`src/rtl/mem_access_unit_pkg.sv`:
```
// Shared types and helpers for the memory access unit: funct3 encodings,
// FSM state type and access-size / lane-offset decoding.
package mem_access_unit_pkg;

  typedef enum logic [2:0] {
    LF3_LB  = 3'b000,
    LF3_LH  = 3'b001,
    LF3_LW  = 3'b010,
    LF3_LBU = 3'b100,
    LF3_LHU = 3'b101
  } load_funct3_t;

  typedef enum logic [2:0] {
    SF3_SB = 3'b000,
    SF3_SH = 3'b001,
    SF3_SW = 3'b010
  } store_funct3_t;

  typedef enum logic [1:0] {
    IDLE = 2'd0,
    BUSY = 2'd1,
    DONE = 2'd2
  } mau_state_t;

  typedef enum logic [1:0] {
    SZ_BYTE = 2'd0,
    SZ_HALF = 2'd1,
    SZ_WORD = 2'd2
  } acc_size_t;

  // funct3[1:0] carries the width for both loads and stores; anything
  // that is not a byte or half encoding is handled as a word.
  function automatic acc_size_t size_of(input logic [2:0] f3);
    case (f3[1:0])
      2'b00:   return SZ_BYTE;
      2'b01:   return SZ_HALF;
      default: return SZ_WORD;
    endcase
  endfunction

  function automatic logic [1:0] lane_off(input acc_size_t sz, input logic [1:0] a);
    case (sz)
      SZ_BYTE: return a;
      SZ_HALF: return {a[1], 1'b0};
      default: return 2'b00;
    endcase
  endfunction

  function automatic logic is_misaligned(input acc_size_t sz, input logic [1:0] a);
    case (sz)
      SZ_BYTE: return 1'b0;
      SZ_HALF: return a[0];
      default: return |a;
    endcase
  endfunction

endpackage

```
`src/rtl/mem_access_unit_if.sv`:
```
// Data-memory bus between the memory access unit (master) and the
// data-cache port (slave).
interface mem_access_unit_if;
  logic [31:0] dmem_address;
  logic        dmem_read;
  logic        dmem_write;
  logic [3:0]  dmem_byte_enable;
  logic [31:0] dmem_wdata;
  logic [31:0] dmem_rdata;
  logic        dmem_resp;

  modport master (
    output dmem_address, dmem_read, dmem_write, dmem_byte_enable, dmem_wdata,
    input  dmem_rdata, dmem_resp
  );

  modport slave (
    input  dmem_address, dmem_read, dmem_write, dmem_byte_enable, dmem_wdata,
    output dmem_rdata, dmem_resp
  );
endinterface

```
`src/rtl/mem_access_unit_load_align.sv`:
```
// Combinational load alignment: picks the byte/half addressed by off out of
// a bus word and sign- or zero-extends it according to funct3.
module load_align
  import mem_access_unit_pkg::*;
(
  input  logic [31:0] rdata,
  input  logic [1:0]  off,
  input  logic [2:0]  funct3,
  output logic [31:0] load_data
);

  logic [7:0]  byte_sel;
  logic [15:0] half_sel;
  logic        sext;

  always_comb begin
    case (off)
      2'd0:    byte_sel = rdata[7:0];
      2'd1:    byte_sel = rdata[15:8];
      2'd2:    byte_sel = rdata[23:16];
      default: byte_sel = rdata[31:24];
    endcase
    half_sel = off[1] ? rdata[31:16] : rdata[15:0];
    // funct3[2] marks the unsigned load variants
    sext = ~funct3[2];
    case (size_of(funct3))
      SZ_BYTE: load_data = {{24{sext & byte_sel[7]}}, byte_sel};
      SZ_HALF: load_data = {{16{sext & half_sel[15]}}, half_sel};
      default: load_data = rdata;
    endcase
  end

endmodule

```
`src/rtl/mem_access_unit.sv`:
```
// Memory-stage executor: runs one data-bus transaction per accepted request
// and stalls the pipeline meanwhile. Optional macro: MISALIGN_TRAP_EN.
module mem_access_unit
  import mem_access_unit_pkg::*;
#(
  parameter int TIMEOUT_CYCLES = 256,
  parameter int CNT_W          = $clog2(TIMEOUT_CYCLES + 1)
) (
  input  logic              clk,
  input  logic              rst_n,
  input  logic              req_valid,
  input  logic              ctrl_read,
  input  logic              ctrl_write,
  input  logic [3:0]        ctrl_wmask,
  input  logic [2:0]        funct3,
  input  logic [31:0]       addr,
  input  logic [31:0]       store_data,
  output logic              stall,
  output logic              done,
  output logic [31:0]       load_data,
  output logic              bus_err,
  output logic              misalign,
  mem_access_unit_if.master dmem
);

  localparam logic [CNT_W-1:0] TERM_CNT = CNT_W'(TIMEOUT_CYCLES);

  mau_state_t       state_q, state_d;
  logic [CNT_W-1:0] cnt_q, cnt_d, cnt_inc;
  logic [1:0]       off_q, off_d;
  logic [2:0]       funct3_q, funct3_d;
  logic [31:0]      addr_q, addr_d;
  logic [3:0]       be_q, be_d;
  logic [31:0]      wdata_q, wdata_d;
  logic             rd_q, rd_d;
  logic             wr_q, wr_d;
  logic             done_q, done_d;
  logic [31:0]      load_data_q, load_data_d;
  logic             bus_err_q, bus_err_d;
  logic             misalign_q, misalign_d;

  logic             access;
  logic             trap;
  acc_size_t        req_size;
  logic [1:0]       req_off;
  logic [31:0]      store_wdata;
  logic [31:0]      aligned_data;

  always_comb begin
    access   = req_valid & (ctrl_read | ctrl_write);
    req_size = size_of(funct3);
    req_off  = lane_off(req_size, addr[1:0]);
    case (req_size)
      SZ_BYTE: store_wdata = {4{store_data[7:0]}};
      SZ_HALF: store_wdata = {2{store_data[15:0]}};
      default: store_wdata = store_data;
    endcase
  end

`ifdef MISALIGN_TRAP_EN
  assign trap = is_misaligned(req_size, addr[1:0]);
`else
  assign trap = 1'b0;
`endif

  load_align u_load_align (
    .rdata     (dmem.dmem_rdata),
    .off       (off_q),
    .funct3    (funct3_q),
    .load_data (aligned_data)
  );

  assign cnt_inc = (cnt_q == TERM_CNT) ? cnt_q : cnt_q + 1'b1;

  // Result flags are only non-zero in the cycle done is high.
  always_comb begin
    state_d     = state_q;
    cnt_d       = cnt_q;
    off_d       = off_q;
    funct3_d    = funct3_q;
    addr_d      = addr_q;
    be_d        = be_q;
    wdata_d     = wdata_q;
    rd_d        = rd_q;
    wr_d        = wr_q;
    done_d      = 1'b0;
    load_data_d = '0;
    bus_err_d   = 1'b0;
    misalign_d  = 1'b0;
    case (state_q)
      IDLE: begin
        if (access) begin
          if (trap) begin
            state_d    = DONE;
            done_d     = 1'b1;
            misalign_d = 1'b1;
          end else begin
            state_d  = BUSY;
            cnt_d    = '0;
            addr_d   = {addr[31:2], 2'b00};
            be_d     = ctrl_write ? (ctrl_wmask << req_off) : 4'b0000;
            wdata_d  = store_wdata;
            rd_d     = ~ctrl_write;
            wr_d     = ctrl_write;
            off_d    = req_off;
            funct3_d = funct3;
          end
        end
      end
      BUSY: begin
        cnt_d = cnt_inc;
        // A response in the terminal-count cycle still completes normally.
        if (dmem.dmem_resp) begin
          state_d     = DONE;
          done_d      = 1'b1;
          rd_d        = 1'b0;
          wr_d        = 1'b0;
          load_data_d = rd_q ? aligned_data : 32'h0;
        end else if (cnt_inc == TERM_CNT) begin
          state_d   = DONE;
          done_d    = 1'b1;
          rd_d      = 1'b0;
          wr_d      = 1'b0;
          bus_err_d = 1'b1;
        end
      end
      default: state_d = IDLE;
    endcase
  end

  always_ff @(posedge clk or negedge rst_n) begin
    if (!rst_n) begin
      state_q     <= IDLE;
      cnt_q       <= '0;
      off_q       <= '0;
      funct3_q    <= '0;
      addr_q      <= '0;
      be_q        <= '0;
      wdata_q     <= '0;
      rd_q        <= 1'b0;
      wr_q        <= 1'b0;
      done_q      <= 1'b0;
      load_data_q <= '0;
      bus_err_q   <= 1'b0;
      misalign_q  <= 1'b0;
    end else begin
      state_q     <= state_d;
      cnt_q       <= cnt_d;
      off_q       <= off_d;
      funct3_q    <= funct3_d;
      addr_q      <= addr_d;
      be_q        <= be_d;
      wdata_q     <= wdata_d;
      rd_q        <= rd_d;
      wr_q        <= wr_d;
      done_q      <= done_d;
      load_data_q <= load_data_d;
      bus_err_q   <= bus_err_d;
      misalign_q  <= misalign_d;
    end
  end

  // stall is forced low while reset is held so every output reads 0.
  assign stall = rst_n & (((state_q == IDLE) & access) | (state_q == BUSY));

  assign done      = done_q;
  assign load_data = load_data_q;
  assign bus_err   = bus_err_q;
  assign misalign  = misalign_q;

  assign dmem.dmem_address     = addr_q;
  assign dmem.dmem_read        = rd_q;
  assign dmem.dmem_write       = wr_q;
  assign dmem.dmem_byte_enable = be_q;
  assign dmem.dmem_wdata       = wdata_q;

endmodule
```
`src/flat_wrapper.sv`:
```
// flat-port wrapper written by rule: the top's interface ports become plain ports
module mem_access_unit_flat import mem_access_unit_pkg::*;
#(
  parameter int TIMEOUT_CYCLES = 256,
  parameter int CNT_W          = $clog2(TIMEOUT_CYCLES + 1)
)
  (clk, rst_n, req_valid, ctrl_read, ctrl_write, ctrl_wmask, funct3, addr, store_data, stall, done, load_data, bus_err, misalign, dmem_dmem_address, dmem_dmem_read, dmem_dmem_write, dmem_dmem_byte_enable, dmem_dmem_wdata, dmem_dmem_rdata, dmem_dmem_resp);
  mem_access_unit_if dmem_i ();
  input  logic clk;
  input  logic rst_n;
  input  logic req_valid;
  input  logic ctrl_read;
  input  logic ctrl_write;
  input  logic [3:0] ctrl_wmask;
  input  logic [2:0] funct3;
  input  logic [31:0] addr;
  input  logic [31:0] store_data;
  output logic stall;
  output logic done;
  output logic [31:0] load_data;
  output logic bus_err;
  output logic misalign;
  output wire logic [$bits(dmem_i.dmem_address)-1:0] dmem_dmem_address;
  output wire logic [$bits(dmem_i.dmem_read)-1:0] dmem_dmem_read;
  output wire logic [$bits(dmem_i.dmem_write)-1:0] dmem_dmem_write;
  output wire logic [$bits(dmem_i.dmem_byte_enable)-1:0] dmem_dmem_byte_enable;
  output wire logic [$bits(dmem_i.dmem_wdata)-1:0] dmem_dmem_wdata;
  input wire logic [$bits(dmem_i.dmem_rdata)-1:0] dmem_dmem_rdata;
  input wire logic [$bits(dmem_i.dmem_resp)-1:0] dmem_dmem_resp;
  assign dmem_dmem_address = dmem_i.dmem_address;
  assign dmem_dmem_read = dmem_i.dmem_read;
  assign dmem_dmem_write = dmem_i.dmem_write;
  assign dmem_dmem_byte_enable = dmem_i.dmem_byte_enable;
  assign dmem_dmem_wdata = dmem_i.dmem_wdata;
  assign dmem_i.dmem_rdata = dmem_dmem_rdata;
  assign dmem_i.dmem_resp = dmem_dmem_resp;
  mem_access_unit #(.TIMEOUT_CYCLES(TIMEOUT_CYCLES), .CNT_W(CNT_W)) u_core (.clk(clk), .rst_n(rst_n), .req_valid(req_valid), .ctrl_read(ctrl_read), .ctrl_write(ctrl_write), .ctrl_wmask(ctrl_wmask), .funct3(funct3), .addr(addr), .store_data(store_data), .stall(stall), .done(done), .load_data(load_data), .bus_err(bus_err), .misalign(misalign), .dmem(dmem_i));
endmodule
```
`config.mk`:
```
export PLATFORM = sky130hd
export DESIGN_NAME = mem_access_unit_flat
export DESIGN_NICKNAME = d
export VERILOG_FILES = /design/src/rtl/mem_access_unit_pkg.sv /design/src/rtl/mem_access_unit_if.sv /design/src/rtl/mem_access_unit_load_align.sv /design/src/rtl/mem_access_unit.sv /design/src/flat_wrapper.sv
export SDC_FILE = /design/constraint.sdc
export NUM_CORES = 1
export LEC_CHECK = 0
export ABC_AREA = 1
export CORE_MARGIN = 3
export CORE_UTILIZATION = 44
export CTS_CLUSTER_DIAMETER = 80
export DETAILED_ROUTE_END_ITERATION = 12
export PLACE_DENSITY = 0.77
export SLEW_MARGIN = 15
export SYNTH_ARGS = -nofsm -noshare
export SYNTH_HDL_FRONTEND = slang
export SYNTH_HIERARCHICAL = 1
export SYNTH_SLANG_ARGS = --single-unit
```
`constraint.sdc`:
```
create_clock -name clk -period 2.3 [get_ports clk]
set_input_delay 0.345 -clock clk [delete_from_list [all_inputs] [get_ports clk]]
set_output_delay 0.345 -clock clk [all_outputs]
set_load 0.05 [all_outputs]
```
=== After elaboration in Yosys (flattened, before gate mapping) ===
Index checks and enable logic that the tools add are counted.

* Bits in registers: 118
* Input bits: 109
* Output and inout bits: 106
* Logic and storage cells: 74

* Add/subtract/negate cells: 1
* Equal/unequal tests: 11
* Shift operators: 1
* Mux-type cells: 29
* Bitwise gates (word level): 9
* Reduce and logical (&&, ||, !) cells: 11

{| class="wikitable"
|+ Operator list
! operator !! count
|-
| case mux 32 bit (2 select lines) || 2
|-
| 2-to-1 mux 32 bit || 3
|-
| case mux 8 bit (3 select lines) || 1
|-
| equality test 9 bit, second input constant || 2
|-
| 2-to-1 mux 9 bit || 2
|-
| case mux 9 bit (2 select lines) || 1
|-
| 2-to-1 mux 16 bit || 1
|-
| case mux 2 bit (2 select lines) || 4
|-
| equality test 2 x 1 -> 1 bit, second input constant || 6
|-
| logical NOT 2 bit || 6
|-
| adder 9 x 1 -> 9 bit, second input constant || 1
|-
| 2-to-1 mux 1 bit || 9
|-
| 2-to-1 mux 2 bit || 3
|-
| AND reduction 2 bit || 3
|-
| bitwise AND 1 bit || 5
|-
| 2-to-1 mux 4 bit || 1
|-
| case mux 1 bit (2 select lines) || 2
|-
| << shifter 4 x 2 -> 4 bit || 1
|-
| != test 3 x 2 -> 1 bit, second input constant || 1
|-
| AND reduction 3 bit || 1
|-
| equality test 2 bit, second input constant || 1
|-
| != test 2 x 1 -> 1 bit, second input constant || 1
|-
| inverter 1 bit || 2
|-
| bitwise OR 1 bit || 2
|-
| nonzero test 2 bit || 1
|}

=== Logic depth before layout (Yosys ltp) ===
* Depth in word-level cells: 7
* Depth in mapped cells: 13
* Depth with buffers taken out: 13

=== Hierarchy ===
The synthesis kept the hierarchy.

{| class="wikitable"
|+ By module, submodules not included
! module !! instances !! cells an instance !! area an instance (µm²) !! sequential area each (µm²)
|-
| mem_access_unit || 1 || 573 || 4,882.2 || 2,952.8
|-
| load_align || 1 || 156 || 728.2 || 0.0
|}

=== Least setup slack after synthesis ===
No wires, ideal clock.

* Kind: reg-to-output
* Start point: register u_core.state_q[1]
* End point: output stall
* Arrival: 1.401 ns
* Required time: 1.955 ns
* Path slack: 0.554 ns
* Cell stages (with the launch flop): 5
* Buffers on the path: 1
* Cell sequence: dfrtp_1 nor2_1 buf_2 nor2_1 nor2_1

* Word-level cells in the longest chain between the ends: 4
* Elaborated cells on any way between the ends: 5
* Classes of those cells: eq/ne (1); bitwise (3); reduce/logical (1)

{| class="wikitable"
|+ Ends and longest elaborated chain
! item !! RTL line !! text
|-
| start, declared || mem_access_unit.sv:28 || <nowiki>mau_state_t state_q, state_d;</nowiki>
|-
| start signal, assigned || mem_access_unit.sv:147 || <nowiki>state_q <= state_d;</nowiki>
|-
| logical NOT 2 bit || mem_access_unit.sv:164 || <nowiki>assign stall = rst_n & (((state_q == IDLE) & access) | (state_q == BUSY));</nowiki>
|-
| bitwise AND 1 bit || mem_access_unit.sv:164 ||
|-
| bitwise OR 1 bit (*) || mem_access_unit.sv:164 ||
|-
| bitwise AND 1 bit (*) || mem_access_unit.sv:164 ||
|-
| end, declared || flat_wrapper.sv:18 || <nowiki>output logic stall;</nowiki>
|}

Every way passes the cells marked *; elsewhere a longest branch is shown, timed or not.

=== Worst setup path in the final report ===
* Start point: register u_core.rd_q (netlist: u_core/dmem.dmem_read)
* End point: output dmem_dmem_read

{| class="wikitable"
|+ RTL lines
! item !! RTL line !! text
|-
| start, declared || mem_access_unit.sv:35 || <nowiki>logic rd_q, rd_d;</nowiki>
|-
| start signal, assigned || mem_access_unit.sv:154 || <nowiki>rd_q <= rd_d;</nowiki>
|-
| end, declared || flat_wrapper.sv:24 || <nowiki>output wire logic [$bits(dmem_i.dmem_read)-1:0] dmem_dmem_read;</nowiki>
|}

No word-level cell between the ends.

==> flow_summary.json <==
{
  "p_seq_frac": 0.281,
  "routedWlPerCell_um": 15.2,
  "place.gp.congestion": 0.888,
  "fin_crit_sh": 0.871,
  "yosys.area.top_type": "dfrtp_1",
  "dr.pass1.iters": 7,
  "tritoncts": "done",
  "fmax_ghz": 0.499,
  "clockBufferDepth": 2,
  "coreArea_sq_um": 12300,
  "critPathKind": "register to primary output",
  "synth_top_cell_area_share": 0.526,
  "grt_pass1_vias": 5340,
  "drc": 0,
  "vias_per_cell": 4.96,
  "postCtsSetupRepairBufs": 0,
  "htreeDepth": 4,
  "clock_latency_ns": 0.41,
  "fin_crit_ns": 2.00,
  "n_fill_cell": 995,
  "ys_types": 32,
  "ir_drop_mv": 0.938,
  "required_ns": 1.96,
  "grt_max_degree": 119,
  "hold_buffers": 0,
  "run_status": "complete, no violations",
  "path_cells": "clkdlybuf4s50_1",
  "diodes": 0,
  "initial_core_util": 0.458,
  "grt_overflow": 0,
  "worstSetupPathDepth": 1,
  "slowest_stage": "clkdlybuf4s50_1",
  "max_slew_margin": 0.572,
  "slew_viol_final": 0,
  "hpwl_mm": 11.8,
  "critPathMaxStageDelay_ns": 0.84,
  "layout_commonest_cell": "nand2_1",
  "yosysSeqAreaShare": 0.526,
  "setup_viol": 0,
  "cts-resized-gates": 0,
  "final_cell_mix": "nand2_1 (345), clkdlybuf4s50_1 (209), dfrtp_1 (118), nor2_1 (44), nand3_1 (44)",
  "cellLeakagePower_nw": 4.14,
  "hold_viol": 0,
  "die_y_um": 119,
  "path_buf_inv": 1,
  "p_switching_mw": 4.53,
  "p_total_mw": 10.6,
  "antenna_found_initial": 0,
  "avgSynthCellArea_sq_um": 7.70,
  "dieWidth_um": 119,
  "ioPinCount": 215,
  "cp.arrival_ns": 1.66,
  "port-buffer-count": 211,
  "grt_pass1_wl_mm": 27.1,
  "root_buffer": "clkbuf_16",
  "synth-edff-count": 0,
  "synth_area_sq_um": 5610,
  "swShare": 0.429,
  "nets": 1046,
  "cts_buffers": 17,
  "critPathCaptureType": "primary output",
  "power_per_cell_area_nw_per_um2": 1240,
  "comb_power_share": 0.452,
  "p_int_mw": 6.04,
  "syn_to_final_growth_pct": 51.5,
  "hold_path_class": "input port to asynchronous set/reset pin",
  "worst_slack_ns": 0.297,
  "drt_wl_total_mm": 17.0,
  "clk_pin_slew_ns": 0.06,
  "crit_family": "buffers and inverters",
  "rr_worst_depth": 12,
  "async_flop_share": 1.00,
  "pre_cts_slack_ns": 0.344,
  "cp_max_fo": 3,
  "drt_first_iter_violations": 548,
  "final.setup_skew_ns": 0.00434,
  "rows": 40,
  "drive_above_1_share": 0.0728,
  "maxCapViolCount": 0,
  "postSynthCellCount": 729,
  "fin_setup_tns_ns": 0,
  "synthTopCellsByArea": "dfrtp_1 (53%), nand2_1 (23%), nand3_1 (3.9%)",
  "track_usage": 0.241,
  "clockPowerShare": 0.267,
  "die-area_sq_um": 14100,
  "synth_seq_cells": 118,
  "synth-warning-count": 6,
  "ys.flop_type": "dfrtp_1",
  "start_kind": "register",
  "grt_setup_unrepaired": "false",
  "ant_nets": 0,
  "vias": 5534,
  "numClockSinks": 118,
  "worst_pin_slew_ns": 0.642
}
## per-layer routing
| layer | vias to the layer above | share of wire | global-route usage |
|---|---|---|---|
| li1 | 2698 | - | - |
| met2 | 266 | 0.48 | 0.396 |
| met1 | 2553 | 0.41 | 0.300 |
| met4 | 0 | 0.010 | 0.0630 |
| met3 | 17 | 0.10 | 0.0912 |
| met5 | - | 0 | 0 |
## cells in the mapped netlist, types with 2 or more instances
cell type,count
nand3_2,4
buf_4,4
nor2_4,3
dfrtp_1,118
o21ai_1,7
nand2_2,4
o21a_1,2
inv_1,32
nand3_1,44
nand2_1,346
nor2_1,45
buf_6,3
a21oi_1,25
ha_1,2
o21ai_0,28
o22ai_1,5
inv_2,5
o211ai_1,7
nor2_2,3
buf_1,7
buf_2,14
xor2_1,2
clkbuf_1,10
## registers in the layout, summed over array words and instances (netlist names)
signal / cells
u_core/load_data: 32
u_core/funct3_q: 3
u_core/dmem.dmem_write: 1
u_core/bus_err: 1
u_core/done: 1
u_core/dmem.dmem_read: 1
u_core/state_q: 2
u_core/dmem.dmem_byte_enable: 4
u_core/cnt_q: 9
u_core/dmem.dmem_wdata: 32
u_core/off_q: 2
u_core/dmem.dmem_address: 30
## power groups by stage
stage / Clock, mW / Combinational (mW) / Sequential [mW]
floorplan: 0 / 1.43 / 4.65
global placement: 0 / 4.73 / 2.98
detailed placement: 0 / 4.77 / 2.98
CTS: 2.86 / 4.79 / 2.97
global route: 2.95 / 5.11 / 3.04
finish: 2.82 / 4.77 / 2.97
## area by class of cell
type | instances | area, sq um | area share
Timing Repair Buffer | 223 | 2230 | 0.263
Sequential cell | 118 | 2950 | 0.347
Tap cell | 168 | 210 | 0.0247
Inverter | 38 | 143 | 0.0168
Clock buffer | 19 | 453 | 0.0533
Multi-Input combinational cell | 537 | 2330 | 0.274
Clock inverter | 13 | 178 | 0.0209
## cells by family after synthesis
kind of cell    after synthesis  synth area share
simple gates                453             0.329
flops                       118             0.526
compound gates               76            0.0743
buf+inv                      76            0.0607
fa+ha+maj                     2           0.00446
xor+xnor                      2           0.00312
other cells                   1          0.000668
mux                           1           0.00178
## final timing paths
path                                           endpoint                    startpoint  slack, ns
min in group clk           u_core/dmem.dmem_address[13]                      addr[13]       0.46
hold reg to reg            u_core/dmem.dmem_address[19]  u_core/dmem.dmem_address[19]       0.48
setup / recovery                         dmem_dmem_read         u_core/dmem.dmem_read       0.30
max in group asynchronous  u_core/dmem.dmem_address[12]                         rst_n       1.79
hold / removal                          u_core/cnt_q[8]                         rst_n       0.01
setup reg to reg                 u_core/dmem.dmem_write               u_core/cnt_q[0]       0.48
## stage by stage
step | util | area [sq um] | hold WS (ns) | cells
after floorplan | - | 5620 | 0.0494 | 731
after global placement | 0.642 | 7870 | 0.457 | 1084
after detailed placement | 0.642 | 7870 | 0.464 | 1084
after CTS | 0.693 | 8500 | 0.0778 | 1116
after global routing | 0.693 | 8500 | 0.0531 | 1116
final | 0.693 | 8500 | 0.0147 | 1116
(Power assumes the default switching activity.)
